<file path="config.mk">
export PLATFORM = sky130hd
export DESIGN_NAME = sprite_compositor
export DESIGN_NICKNAME = d
export VERILOG_FILES = /design/src/rtl/sprite_compositor.sv
export SDC_FILE = /design/constraint.sdc
export NUM_CORES = 1
export LEC_CHECK = 0
export ABC_AREA = 1
export CELL_PAD_IN_SITES_DETAIL_PLACEMENT = 1
export CELL_PAD_IN_SITES_GLOBAL_PLACEMENT = 1
export CORE_ASPECT_RATIO = 1.75
export CORE_MARGIN = 2
export CORE_UTILIZATION = 24
export CTS_CLUSTER_DIAMETER = 30
export DETAILED_ROUTE_END_ITERATION = 10
export GPL_ROUTABILITY_DRIVEN = 1
export HOLD_SLACK_MARGIN = 0.05
export PLACE_DENSITY = 0.63
export SLEW_MARGIN = 0
export SYNTH_ARGS = -nofsm -noshare
export SYNTH_HDL_FRONTEND = slang
export SYNTH_SLANG_ARGS = --single-unit
</file>
<file path="constraint.sdc">
create_clock -name clk -period 2.91 [get_ports clk]
set_input_delay 0.291 -clock clk [delete_from_list [all_inputs] [get_ports clk]]
set_output_delay 0.291 -clock clk [all_outputs]
set_load 0.005 [all_outputs]
</file>
<file path="src/rtl/sprite_compositor.sv">
// sprite_compositor: per-pixel stage that overlays one 32x32 animated, optionally
// mirrored sprite on the background colour. The sprite position is double-buffered
// and only takes effect at frame start, so the sprite never tears.
module sprite_compositor #(
    parameter int unsigned SPR_W    = 32,
    parameter int unsigned SPR_H    = 32,
    parameter logic [11:0] KEY      = 12'hF0F,
    parameter int unsigned ANIM_DIV = 8,
    parameter int unsigned H_ACT    = 640,
    parameter int unsigned V_ACT    = 480
) (
    input  logic        clk,
    input  logic        rst,
    input  logic        pix_ce,
    input  logic [9:0]  x,
    input  logic [8:0]  y,
    input  logic [11:0] bg_color,
    input  logic [9:0]  obj_x,
    input  logic [8:0]  obj_y,
    input  logic        obj_mirror,
    input  logic        pos_wr,
    output logic [10:0] rom_addr,
    input  logic [11:0] rom_data,
    output logic [11:0] color,
    output logic        color_valid,
    output logic        frame_tick
);

    localparam int unsigned CW = $clog2(SPR_W);
    localparam int unsigned RW = $clog2(SPR_H);
    localparam int unsigned AW = (ANIM_DIV > 1) ? $clog2(ANIM_DIV) : 1;

    // Pending (written any time) and active (frame-aligned) sprite position
    logic [9:0]    pend_x;
    logic [8:0]    pend_y;
    logic          pend_mirror;
    logic          pend_flag;
    logic [9:0]    act_x;
    logic [8:0]    act_y;
    logic          act_mirror;

    // Animation phase
    logic [AW-1:0] anim_cnt;
    logic          anim_sel;

    // Combinational hit test / address
    logic          frame_start;
    logic          hit;
    logic [10:0]   x_end;
    logic [9:0]    y_end;
    logic [CW-1:0] dx;
    logic [RW-1:0] dy;
    logic [CW-1:0] col;
    logic [RW-1:0] row;

    // Stage-1 pipeline registers
    logic          hit1;
    logic          act1;
    logic [11:0]   bg1;

    // Frame start is only recognised on a pixel enable
    assign frame_start = pix_ce && (x == 10'd0) && (y == 9'd0);

    // Hit test and sprite-relative address from the registered active position
    always_comb begin
        // One extra bit on the end coordinates so a sprite past the right or
        // bottom edge is clipped instead of wrapping back to column/row 0.
        x_end = {1'b0, act_x} + 11'(SPR_W);
        y_end = {1'b0, act_y} + 10'(SPR_H);
        hit   = (x >= act_x) && ({1'b0, x} < x_end) &&
                (y >= act_y) && ({1'b0, y} < y_end);
        // Low bits of the difference equal the difference of the low bits
        dx    = CW'(x) - CW'(act_x);
        dy    = RW'(y) - RW'(act_y);
        row   = dy;
        // SPR_W is a power of two, so SPR_W-1-col is a bitwise inversion
        col   = act_mirror ? ~dx : dx;
    end

    // Pending position capture; any clock, last write before frame start wins
    always_ff @(posedge clk or negedge rst) begin
        if (!rst) begin
            pend_x      <= 10'd0;
            pend_y      <= 9'd0;
            pend_mirror <= 1'b0;
            pend_flag   <= 1'b0;
        end else begin
            if (pos_wr) begin
                pend_x      <= obj_x;
                pend_y      <= obj_y;
                pend_mirror <= obj_mirror;
            end
            // A write coinciding with frame start stays pending for the next frame
            if (pos_wr) begin
                pend_flag <= 1'b1;
            end else if (frame_start) begin
                pend_flag <= 1'b0;
            end
        end
    end

    // Frame-start bookkeeping: tick pulse, active position swap, animation phase
    always_ff @(posedge clk or negedge rst) begin
        if (!rst) begin
            frame_tick <= 1'b0;
            act_x      <= 10'h3FF;
            act_y      <= 9'd0;
            act_mirror <= 1'b0;
            anim_cnt   <= '0;
            anim_sel   <= 1'b0;
        end else begin
            frame_tick <= frame_start;
            if (frame_start) begin
                if (pend_flag) begin
                    act_x      <= pend_x;
                    act_y      <= pend_y;
                    act_mirror <= pend_mirror;
                end
                if (anim_cnt == AW'(ANIM_DIV - 1)) begin
                    anim_cnt <= '0;
                    anim_sel <= ~anim_sel;
                end else begin
                    anim_cnt <= anim_cnt + 1'b1;
                end
            end
        end
    end

    // Stage 1: issue the ROM address and carry per-pixel context alongside it
    always_ff @(posedge clk or negedge rst) begin
        if (!rst) begin
            rom_addr <= 11'd0;
            hit1     <= 1'b0;
            act1     <= 1'b0;
            bg1      <= 12'd0;
        end else if (pix_ce) begin
            if (hit) begin
                rom_addr <= {anim_sel, row, col};
            end
            hit1 <= hit;
            act1 <= (x < 10'(H_ACT)) && (y < 9'(V_ACT));
            bg1  <= bg_color;
        end
    end

    // Stage 2: choose sprite, background or blank using the returned ROM word
    always_ff @(posedge clk or negedge rst) begin
        if (!rst) begin
            color       <= 12'd0;
            color_valid <= 1'b0;
        end else if (pix_ce) begin
            if (!act1) begin
                color <= 12'd0;
            end else if (hit1 && (rom_data != KEY)) begin
                color <= rom_data;
            end else begin
                color <= bg1;
            end
            color_valid <= act1;
        end
    end

endmodule

</file>
# Word-level counts from Yosys, hierarchy flattened
# Cells that the tools add are included.
word_totals:
  inputBits: 67
  wordCells: 50
  out_inout_bits: 25
  register_bits: 84
op_classes:
  n_lt_le_gt_ge: 6
  mux: 6
  reduce_logical: 13
  addsub: 5
  bitwise_logic: 2
  eq_ne: 2
ops:
  columns: ["op", "n"]
  rows:
  - ["12-bit two-way mux", 2]
  - ["12-bit inequality test, second input constant", 1]
  - ["10-bit by 6-bit adder with 11-bit output, second input constant", 1]
  - ["10-bit by 11-bit less-than comparator with 1-bit output", 1]
  - ["9-bit by 6-bit adder with 10-bit output, second input constant", 1]
  - ["10-bit greater-or-equal comparator", 1]
  - ["10-bit logical NOT", 1]
  - ["10-bit less-than comparator, second input constant", 1]
  - ["9-bit by 10-bit less-than comparator with 1-bit output", 1]
  - ["5-bit subtractor", 2]
  - ["9-bit greater-or-equal comparator", 1]
  - ["9-bit logical NOT", 1]
  - ["9-bit less-than comparator, second input constant", 1]
  - ["1-bit logical AND", 7]
  - ["2-bit AND reduction", 3]
  - ["5-bit two-way mux", 1]
  - ["5-bit inverter", 1]
  - ["3-bit by 1-bit adder with 3-bit output, second input constant", 1]
  - ["3-bit equality test, second input constant", 1]
  - ["3-bit two-way mux", 1]
  - ["1-bit two-way mux", 2]
  - ["2-bit nonzero test", 1]
  - ["1-bit inverter", 1]

# Logic depth before layout (Yosys ltp)
# Gate-level depths: netlist of run 1.
depth:
  depth_word: 6
  ltp_mapped: 16
  mapped_depth_nobuf: 15

# Worst setup path before layout of run 1
# Ideal clock, no wire load.
synth_path:
  path_type: "register -> register"
  start: "register act_x[5]"
  end: "register rom_addr[1]"
  required_time_ns: 2.794
  path_buffers: 1
  path_slack_ns: 0.810
  arrival_time_ns: 1.984
  synth_period_minus_slack_ns: 2.100
  stages_incl_launch_ff: 14
  cell_sequence: "dfstp_2 > ha_1 > nand3_1 > xor2_1 > ha_1 > inv_1 > nor2_1 > o21bai_1 > nand3_1 > nor2_1 > nand2_1 > buf_2 > nand2_1 > nand2_1"
synth_via:
  elab_chain_len: 6
synth_rtl:
  columns: ["element", "line", "text"]
  rows:
  - ["start: declaration", "38", "logic [9:0] act_x;"]
  - ["start signal: assignment", "115", "act_x <= pend_x;"]
  - ["10-bit by 6-bit adder with 11-bit output", "68", "x_end = {1'b0, act_x} + 11'(SPR_W);"]
  - ["10-bit by 11-bit less-than comparator with 1-bit output", "70", "hit = (x >= act_x) && ({1'b0, x} < x_end) &&"]
  - ["1-bit logical AND (*) (2 in series)", "70", null]
  - ["1-bit logical AND (*)", "71", "(y >= act_y) && ({1'b0, y} < y_end);"]
  - ["2-bit AND reduction (no source line) (*)", null, null]
  - ["end signal: assignment", "138", "rom_addr <= {anim_sel, row, col};"]
  - ["end: declaration", "22", "output logic [10:0] rom_addr,"]
# Every way passes the cells marked *; elsewhere a longest branch is shown, timed or not.
# A chain may end at the register's enable or synchronous reset.

# Final worst setup path of run 1
layout_path:
  start: "register act_x[5]"
  end: "register rom_addr[2]"
# The elaborated chain is that of the path after synthesis.

==> results of run 1 <==
## cell type report
cell class / count / area share (%)
multi-input cells: 423 / 36.0
clock buffers: 11 / 3.77
clock inverters: 5 / 0.486
repair buffers: 101 / 16.2
flip-flops and latches: 84 / 34.2
well taps: 245 / 4.96
inverters: 70 / 4.32
## sequential cells by signal (all words and copies together) (netlist names), 3 cells and up
| register | count |
|---|---|
| pend_y | 9 |
| pend_x | 10 |
| act_y | 9 |
| rom_addr | 11 |
| act_x | 10 |
| anim_cnt | 3 |
| bg1 | 12 |
| color | 12 |
## per-layer routing
layer / vias up / track usage (%) / part of all wire (%) / wire (um)
met5: - / 0 / 0 / 0
met4: 0 / 5.53 / 2.8 / 364
met3: 21 / 2.33 / 3.6 / 471
met2: 73 / 26.2 / 58 / 7560
met1: 1910 / 12.7 / 36 / 4740
li1: 2049 / - / - / -
## cells in the final DEF (no fill, tap or decap), drive strengths merged
cell type,n
dfrtp,74
nand3,63
clkinv,4
clkinvlp,2
o211ai,1
dlygate4sd3,1
nand2,239
nor3,1
buf,10
fa,2
nor4,5
nor2,25
dfstp,10
clkdlybuf4s50,90
xnor2,9
xnor3,1
a21oi,11
ha,32
nand3b,7
xor2,5
o21ai,14
or2,3
o21a,1
inv,69
nand4,2
clkbuf,11
a31oi,1
o21bai,1
## kinds of logic (layout without fill, tap and decap cells)
group,after synthesis,count (layout),synth area share [%]
compound gates,29,29,3.25
xor+xnor,15,15,3.07
fa+ha+maj,34,34,9.30
buf+inv,92,187,8.32
flops,84,84,44.7
simple gates,345,345,31.4
## worst max-delay path by stage
stage	start	end	slack, ns	cells after the start
6_report	act_x[5]$_DFFE_PN1P_	rom_addr[2]$_DFFE_PN0P_	0.50	12
5_1_grt	act_x[5]$_DFFE_PN1P_	rom_addr[9]$_DFFE_PN0P_	0.31	12
3_5_place_dp	x[0]	rom_addr[2]$_DFFE_PN0P_	0.25	16
4_1_cts	act_x[5]$_DFFE_PN1P_	rom_addr[2]$_DFFE_PN0P_	0.46	12
3_3_place_gp	x[0]	rom_addr[4]$_DFFE_PN0P_	0.30	16
2_1_floorplan	act_x[5]$_DFFE_PN1P_	rom_addr[1]$_DFFE_PN0P_	0.81	13
## power by group through the flow
stage / combinational, uW / clock (uW) / sequential [uW]
finish: 510 / 1030 / 1330
global route: 583 / 1110 / 1350
CTS: 527 / 1060 / 1330
detailed placement: 523 / 0 / 1350
global placement: 514 / 0 / 1350
floorplan: 198 / 0 / 1340
## per-stage QoR
stage / hold WS (ns) / setup WS [ns] / utilization, % / cell area, um^2
after floorplan: -0.00459 / 0.810 / - / 4730
after global placement: 0.154 / 0.301 / 30.2 / 5900
after detailed placement: 0.147 / 0.254 / 30.2 / 5900
after CTS: 0.331 / 0.462 / 31.6 / 6170
after global routing: 0.355 / 0.312 / 31.6 / 6170
final: 0.337 / 0.499 / 31.6 / 6170
## timing repair
item	in CTS	in global routing
gates resized for setup	0	0
endpoints found under the hold margin	12	0
hold buffers	1	0
==> impl_metrics.py, run 1 <==
metrics = {
    "worst_setup_path": {
        "crit_required_ns": 3.13,
        "crit_top_cell": "nand2_1",
        "critPathTopFamily": "simple AND/OR/NAND/NOR gates",
        "worst-path-buf-inv": 1,
        "cp_slowest_stage_delay_ns": 0.57,
        "worstSetupPathType": "reg2reg",
        "r2r.worst_path.cells": 12,
        "crit_path_end_kind": "register",
        "worst_setup_path_start_kind": "register",
        "r2r_start": "act_x[5]$_DFFE_PN1P_",
        "arrival_ns": 2.64,
        "path_cells": "ha_1 > nand3_1 > xor2_1 > ha_1 > inv_1 > nor2_1 > o21bai_1 > nand3_1 > nor2_1 > nand2_1 > nand2_1 > nand2_1",
        "cp_slowest_cell": "dfstp_2",
        "cp_max_fo": 12,
        "r2r-end": "rom_addr[2]$_DFFE_PN0P_",
        "reg2reg_slack_ns": 0.50,
    },
    "power": {
        "p_sw_share_pct": 26.1,
        "clkPwrFrac_pct": 35.8,
        "seq_power_share_pct": 46.4,
        "p_leak_uw": 0.00304,
        "p_sw_uw": 749,
        "intPower_uw": 2120,
        "power_density_nw_per_um2": 465,
        "power.total_uw": 2870,
        "peakVddDrop_uv": 280,
        "p_comb_share_pct": 17.8,
    },
    "grt": {
        "gr-total-overflow": 0,
        "gr-usage-all-layers_pct": 13.2,
        "grt_antenna_before_repair": 0,
        "grt_max_degree": 73,
        "grt_pass1_vias": 4340,
        "grt_pass1_wl_um": 21100,
    },
    "timing": {
        "finalHoldViolCount": 0,
        "fmax_mhz": 415,
        "relSlewSlack_pct": 58.1,
        "finClkSkew_ns": 0.00633,
        "fin_crit_ns": 2.41,
        "setup_viol": 0,
        "rsz0062_at_grt": "false",
        "min_period_over_period_pct": 82.9,
        "slew_viol_final": 0,
        "tns_ns": 0,
        "worstMarginPinSlew_ns": 0.627,
    },
    "final_layout": {
        "regArea_um2": 2110,
        "diodes": 0,
        "final_cells": 939,
        "syn_to_final_growth_pct": 30.4,
        "multi_input_area_um2": 2230,
        "fin_nets": 790,
        "nFillCells": 2366,
        "drive_gt1_share_pct": 7.20,
    },
    "synth": {
        "yosysMostFrequentCell": "nand2_1",
        "yosysWarnings": 0,
        "synth_nets": 700,
        "syn_inst": 599,
        "netlist.area_leader.share_pct": 39.1,
        "async_flop_share_pct": 100,
        "ys.flop_type": "dfrtp_1",
        "synth_seq_cells": 84,
        "synth_top_cell_by_area": "dfrtp_1",
        "postSynthAreaPerCell_um2": 7.90,
        "ys_seq_area_share_pct": 44.7,
        "synth_area_um2": 4730,
        "netlist_top_cells_count": "nand2_1 (237), dfrtp_1 (74), inv_1 (68)",
        "synth_edf_count": 0,
        "netlist_top_cells_area": "dfrtp_1 (39%), nand2_1 (19%), ha_1 (8.5%), nand3_1 (5.8%), dfstp_2 (5.5%)",
        "yosysUniqueCellTypes": 33,
    },
    "floorplanning": {
        "core-area_um2": 19600,
        "die-area_um2": 20900,
        "io-pin-count": 92,
        "fp.dieH_um": 190,
        "start_util_pct": 24.2,
        "dieWidth_um": 110,
        "row_count": 68,
    },
    "drt": {
        "drt-total-wl_um": 13100,
        "num_vias": 4053,
        "dr.pass1.iters": 4,
        "via_per_inst": 4.32,
        "drc": 0,
        "antenna_left": 0,
        "wl_per_cell_um": 14.0,
        "drtIter0Drc": 152,
    },
    "clock_tree": {
        "cts.sinks": 84,
        "post-cts-setup-buffer-count": 0,
        "tritoncts": "done",
        "cts_buffer_depth": 2,
        "path_clk_slew_ns": 0.06,
        "htree_num_levels": 3,
        "cts_buffers": 9,
        "clk-insertion-delay-late_ns": 0.34,
        "root_buffer": "clkbuf_16",
    },
    "placed_design": {
        "placed_cells": 922,
        "hpwl_um": 10700,
        "place.gp.congestion": 0.764,
        "io_buffer_count": 91,
    },
    "job": {
        "maxCapViolations": 0,
    },
    "hold_path": {
        "holdCritPathClass": "in2async",
    },
    "status": {
        "status": "completed",
    },
}
Note: power is estimated with default switching activity, not from simulation.
==> run 2: changes to the inputs <==
clock period = 2.3 ns   (was 2.91 ns; I/O delays follow)
==> run 2 against run 1 <==
Against the previous run:
- register-to-register slack got worse by 0.40 ns
- utilization increased by 1.3 points
- design area increased by 4.2%
- via count increased by 3.3%
==> impl_metrics.py, run 2 (synthesis results as in run 1) <==
metrics = {
    "status": {
        "status": "completed",
    },
    "drt": {
        "drtIter0Drc": 131,
        "dr.pass1.iters": 4,
        "num_vias": 4187,
        "drc": 0,
        "via_per_inst": 4.35,
        "drt-total-wl_um": 13800,
        "wl_per_cell_um": 14.4,
        "antenna_left": 0,
    },
    "power": {
        "p_leak_uw": 0.00318,
        "p_comb_share_pct": 17.6,
        "p_sw_share_pct": 25.1,
        "p_sw_uw": 964,
        "seq_power_share_pct": 43.9,
        "power_density_nw_per_um2": 596,
        "power.total_uw": 3830,
        "peakVddDrop_uv": 326,
        "clkPwrFrac_pct": 38.5,
        "intPower_uw": 2870,
    },
    "worst_setup_path": {
        "cp_max_fo": 6,
        "critPathTopFamily": "flip-flops",
        "worst-path-buf-inv": 2,
        "cp_slowest_stage_delay_ns": 0.58,
        "reg2reg_slack_ns": 0.09,
        "crit_required_ns": 2.53,
        "worstSetupPathType": "reg2reg",
        "path_cells": "ha_4 > nand3_1 > xor2_1 > ha_1 > inv_1 > nor2_1 > o21bai_1 > nand3_1 > nor2_2 > nand2_2 > buf_4 > nand2_1 > nand2_1",
        "arrival_ns": 2.44,
        "worst_setup_path_start_kind": "register",
        "crit_path_end_kind": "register",
        "cp_slowest_cell": "dfstp_2",
    },
    "timing": {
        "finClkSkew_ns": 0.00703,
        "relSlewSlack_pct": 59.0,
        "finalHoldViolCount": 0,
        "worstMarginPinSlew_ns": 0.614,
        "tns_ns": 0,
        "setup_viol": 0,
        "fmax_mhz": 453,
        "slew_viol_final": 0,
        "min_period_over_period_pct": 95.9,
        "fin_crit_ns": 2.21,
    },
    "grt": {
        "gr-total-overflow": 0,
        "met1_usage_pct": 13.0,
        "grt_antenna_before_repair": 0,
        "grtUsageMet2_pct": 27.5,
        "top_usage_layer": "met2",
        "grt_pass1_wl_um": 22000,
        "grt_use_met3_pct": 2.40,
        "gr-usage-all-layers_pct": 13.8,
        "grt_pass1_vias": 4474,
        "grt_max_degree": 43,
    },
    "clock_tree": {
        "cts.sinks": 84,
        "cts_buffer_depth": 2,
        "root_buffer": "clkbuf_16",
        "tritoncts": "done",
        "htree_num_levels": 3,
        "path_clk_slew_ns": 0.06,
        "clk-insertion-delay-late_ns": 0.34,
        "cts_buffers": 9,
    },
    "final_layout": {
        "nFillCells": 2345,
        "largestRegisters": "bg1: 12 flops, color: 12 flops, rom_addr: 11 flops",
        "regArea_um2": 2110,
        "multi_input_area_um2": 2260,
        "final_common_cell": "nand2_1",
        "drive_gt1_share_pct": 11.0,
        "syn_to_final_growth_pct": 35.8,
        "fin_nets": 813,
        "final_cell_mix": "nand2_1 (236), clkdlybuf4s50_1 (90), dfrtp_1 (74)",
        "final_cell_area_um2": 6430,
        "diodes": 0,
    },
    "placed_design": {
        "placed_area_um2": 6070,
        "place.gp.congestion": 0.778,
        "io_buffer_count": 91,
        "hpwl_um": 11300,
    },
    "floorplanning": {
        "die-area_um2": 20900,
        "core-area_um2": 19600,
        "io-pin-count": 92,
        "row_count": 68,
        "dieWidth_um": 110,
        "start_util_pct": 24.2,
        "fp.dieH_um": 190,
    },
    "job": {
        "maxCapViolations": 0,
    },
    "hold_path": {
        "holdCritPathClass": "in2async",
    },
}
==> run 2: final cells by class <==
class / count / share of cell area (%)
clock buffers: 14 / 4.11
inverters: 70 / 4.14
well taps: 245 / 4.77
flip-flops and latches: 84 / 32.9
repair buffers: 124 / 18.5
clock inverters: 2 / 0.545
multi-input cells: 423 / 35.1
==> run 2: per-layer routing <==
layer	part of all wire [%]	wire length, um
met2	59	8100
met1	35	4810
met5	0	0
met3	3.1	432
met4	3.5	487
==> run 2: repair_timing <==
action | CTS | global route
endpoints found under the hold margin | 40 | 0
cloned | 0 | 1
resized for setup | 5 | 5
hold buffers | 1 | 0
buffers inserted | 0 | 1
endpoints found under the setup margin | 12 | 12
pin swaps | 0 | 3
==> run 2: power by group through the flow <==
| stage | logic (uW) | clock network (uW) | registers (uW) |
|---|---|---|---|
| floorplan | 250 | 0 | 1700 |
| global placement | 672 | 0 | 1710 |
| detailed placement | 686 | 0 | 1710 |
| CTS | 693 | 1520 | 1690 |
| global route | 766 | 1580 | 1700 |
| finish | 676 | 1480 | 1680 |
==> run 2: stage by stage <==
stage / hold slack, ns / util [%] / setup WS, ns / cells
6_report: 0.423 / 32.9 / 0.0943 / 962
4_1_cts: 0.426 / 32.7 / 0.0165 / 960
3_5_place_dp: 0.273 / 31.0 / -0.142 / 943
3_3_place_gp: 0.261 / 31.0 / -0.0952 / 943
5_1_grt: 0.441 / 32.9 / -0.0278 / 962
2_1_floorplan: -0.0656 / - / 0.200 / 599
==> run 2: path summary, 6_finish.rpt <==
path,startpoint,endpoint,cells past startpoint
hold reg to reg,act_x[4]$_DFFE_PN1P_,act_x[4]$_DFFE_PN1P_,2
min in group clk,obj_x[0],pend_x[0]$_DFFE_PN0P_,3
hold / removal,rst,bg1[11]$_DFFE_PN0P_,2
setup reg to reg,act_x[5]$_DFFE_PN1P_,rom_addr[8]$_DFFE_PN0P_,13
max in group asynchronous,rst,pend_x[5]$_DFFE_PN0P_,3
setup / recovery,act_x[5]$_DFFE_PN1P_,rom_addr[8]$_DFFE_PN0P_,13
==> patch 1, RTL diff (settings of run 2) <==
Reset style: synchronous (`rst`), changed in 4 clocked blocks.
--- a/src/rtl/sprite_compositor.sv
+++ b/src/rtl/sprite_compositor.sv
@@ -79,5 +79,5 @@
 
     // Pending position capture; any clock, last write before frame start wins
-    always_ff @(posedge clk or negedge rst) begin
+    always_ff @(posedge clk) begin
         if (!rst) begin
             pend_x      <= 10'd0;
@@ -101,5 +101,5 @@
 
     // Frame-start bookkeeping: tick pulse, active position swap, animation phase
-    always_ff @(posedge clk or negedge rst) begin
+    always_ff @(posedge clk) begin
         if (!rst) begin
             frame_tick <= 1'b0;
@@ -128,5 +128,5 @@
 
     // Stage 1: issue the ROM address and carry per-pixel context alongside it
-    always_ff @(posedge clk or negedge rst) begin
+    always_ff @(posedge clk) begin
         if (!rst) begin
             rom_addr <= 11'd0;
@@ -145,5 +145,5 @@
 
     // Stage 2: choose sprite, background or blank using the returned ROM word
-    always_ff @(posedge clk or negedge rst) begin
+    always_ff @(posedge clk) begin
         if (!rst) begin
             color       <= 12'd0;
Function: differs if rst is asserted again (counterexample within 4 cycles, from zero or initial values and one cycle with rst low); with rst held inactive, the same outputs for 4 cycles.
==> patch 1 against run 2 <==
Fmax hardly changed; routed wire length increased by 5.1%; sequential power fell by 9.5%; critical path type unchanged; largest cell class unchanged; utilization up 0.63 points; final area fell by 4.1%; worst hold slack improved by 36 ps; synthesized cell count rose by 3.8%; total power shrank 13%; sequential cell count unchanged; area after synthesis down 5.8%; non-clock buffer count unchanged; highest routed layer unchanged; setup slack improved by 1.8 ps.
==> patch 1: results <==
set metrics [dict create \
    synthDominantCellAreaShare_pct 37.7 \
    drt-initial-drc-count 132 \
    drive_gt1_share_pct 10.8 \
    placed_area_um2 5760 \
    wl_per_cell_um 14.9 \
    met2_usage_pct 30.8 \
    inv_count 75 \
    grt_max_degree 52 \
    seq-cell-share_pct 27.3 \
    clock_area_share_pct 4.65 \
    crit_buf_inv 1 \
    slowest_delay_ps 370 \
    fin_area_um2 6170 \
    first_global_vias 4720 \
    path_max_fanout 5 \
    gr-usage-met1_pct 13.7 \
    clkbuf_count 10 \
    synth_xor_area_share_pct 3.14 \
    worstHoldPathType "reg -> reg" \
    ir_drop_mv 0.334 \
    status "complete, no violations" \
    dpl.hpwl_um 11500 \
    grt_pass1_wl_um 22700 \
    place.gp.congestion 0.804 \
    post-route-min-period_ps 2200 \
    wl_met1_um 5100 \
    dp_cells 951 \
    synth_adder_area_share_pct 9.88 \
    worstReg2RegStart "act_y[5]" \
    synthTopCellsByArea "dfxtp_1, nand2_1, ha_1, nor2_1, inv_1" \
    multi_input_cells 435 \
    timing.rr.end "rom_addr[10]" \
    buffer_area_share_pct 19.5 \
    fill_cells 2234 \
    synth_compound_area_share_pct 12.7 \
    seq_area_frac_synth_pct 37.7 \
    synthTopCellsByCount "nand2_1, nor2_1, dfxtp_1, inv_1, o21ai_0" \
    slew_headroom_pct 58.3 \
    avgSynthCellArea_um2 7.17 \
]
patch 1: timing repair:
item / in CTS / in global routing
endpoints found under the setup margin: 12 / 12
pin swaps: 0 / 11
cloned: 0 / 1
hold buffers: 0 / 0
gates resized for setup: 1 / 16
buffers inserted: 0 / 4
patch 1: worst max-delay path by stage:
stage | startpoint | to | cells after the start
6_report | act_y[5] | rom_addr[10] | 13
5_1_grt | act_y[5] | rom_addr[9] | 13
4_1_cts | act_x[5] | rom_addr[7] | 14
3_5_place_dp | y[0] | rom_addr[1] | 15
3_3_place_gp | y[0] | rom_addr[7] | 15
2_1_floorplan | act_x[5] | rom_addr[1] | 14
patch 1: power by group through the flow:
stage	Sequential [mW]	Clock (mW)	Combinational [mW]
global placement	1.55	0	0.403
detailed placement	1.55	0	0.414
floorplan	1.55	0	0.196
finish	1.52	1.39	0.417
CTS	1.52	1.44	0.418
global route	1.52	1.51	0.471
==> patch 2, RTL diff (config.mk and constraints of run 2) <==
Made on the original files. The parameter `ANIM_DIV` goes from 8 to 4.
--- a/src/rtl/sprite_compositor.sv
+++ b/src/rtl/sprite_compositor.sv
@@ -6,5 +6,5 @@
     parameter int unsigned SPR_H    = 32,
     parameter logic [11:0] KEY      = 12'hF0F,
-    parameter int unsigned ANIM_DIV = 8,
+    parameter int unsigned ANIM_DIV = 4,
     parameter int unsigned H_ACT    = 640,
     parameter int unsigned V_ACT    = 480
Formal check against the unedited RTL: not equivalent (Yosys sat finds a counterexample within 10 cycles, from zero or initial values and one cycle with rst low).
==> patch 2 against run 2 <==
Synthesized cell count increased by 2.3%; area after synthesis increased by 0.90%; total power increased by 7.6%; sequential cell count decreased by 1; via count increased by 2.3%; routed wire length decreased by 0.71%; final area increased by 2.0%; setup slack improved by 17 ps; critical path type unchanged.
==> patch 2: results <==
set metrics [dict create \
    finalNetCount 825 \
    synth_compound_area_share_pct 2.67 \
    drive_gt1_share_pct 12.3 \
    ctsResizeCount 1 \
    viasPerCell 4.39 \
    first_global_vias 4781 \
    grt_usage_pct 13.6 \
    gr-usage-met1_pct 12.4 \
    timing.rr.end "rom_addr[0]" \
    wl_per_cell_um 14.1 \
    ir_drop_mv 0.310 \
    grt_pass1_wl_um 22900 \
    intPower_mw 3.13 \
    post-place-ws_ps -177 \
    tightest_slew_ps 609 \
    hold_slack_ps 412 \
    top_layer "met4" \
    synth_xor_area_share_pct 2.57 \
    leakage_nw 3.21 \
    path_delay_family "simple AND/OR/NAND/NOR gates" \
    synth.distinct_cells 31 \
    synthTopCellsByArea "dfrtp_1, nand2_1, ha_1, dfstp_2, inv_1" \
    grt_util_met3_pct 2.67 \
    synth_adder_area_share_pct 8.96 \
    synthTopCellsByCount "nand2_1, dfrtp_1, inv_1, nand3_1, ha_1" \
    skew_ps 6.27 \
    fill_cells 2363 \
    wl_met2_um 8030 \
    r2r_setup_slack_ps 110 \
    wl_met1_um 4740 \
    path_clk_slew_ps 60 \
    status "complete, no violations" \
    seq_area_frac_synth_pct 43.7 \
    dpl.hpwl_um 11300 \
    ctsHtreeMaxLevel 3 \
    syn_nets 713 \
    met2_usage_pct 27.7 \
    wl_met3_um 485 \
    ff2ff_path_depth 14 \
    drt-initial-drc-count 121 \
]
==> patch 2: cell count changes after synthesis, sizes merged, moves of 2 or more <==
cell    before  now
nor4         5    3
xor2         5    3
buf         12   14
a21oi       11    9
nor2        25   22
inv         69   74
xnor2        9   11
nand3       63   47
nand2      239  248
nand3b       7    9
nand4        2   22
nor3         1    3
==> patch 2: how the worst max path moves through the flow <==
stage | to | slack [ps] | cells past startpoint
2_1_floorplan | rom_addr[1] | 220 | 14
3_3_place_gp | rom_addr[8] | -100 | 16
3_5_place_dp | rom_addr[9] | -180 | 16
4_1_cts | rom_addr[9] | 70 | 14
5_1_grt | rom_addr[0] | -70 | 14
6_report | rom_addr[0] | 110 | 14
==> patch 2: cells by family after synthesis <==
kind of cell / Yosys count
buffers and inverters: 99
AND/OR/NAND/NOR: 359
flip-flops: 83
adder cells (fa/ha/maj): 33
AO/OA/AOI/OAI: 25
XOR/XNOR: 14
==> patch 2: power by group through the flow <==
stage | Sequential (mW) | Combinational, mW | Clock [mW]
detailed placement | 1.70 | 0.677 | 0
finish | 1.67 | 0.676 | 1.78
global route | 1.69 | 0.759 | 1.89
global placement | 1.70 | 0.662 | 0
floorplan | 1.68 | 0.259 | 0
CTS | 1.67 | 0.682 | 1.83
==> patch 2: through the flow <==
step / util [%] / std cells
6_report: 33.4 / 975
2_1_floorplan: - / 613
3_3_place_gp: 30.9 / 956
4_1_cts: 32.9 / 973
5_1_grt: 33.4 / 975
3_5_place_dp: 30.9 / 956
==> patch 2: final cells by class <==
type                            count  area, um^2  area share [%]
Multi-Input combinational cell    432        2350            35.8
Sequential cell                    83        2090            31.8
Timing Repair Buffer              125        1170            17.9
Tap cell                          245         307            4.67
Inverter                           74         278            4.23
Clock buffer                       10         229            3.49
Clock inverter                      6         136            2.08
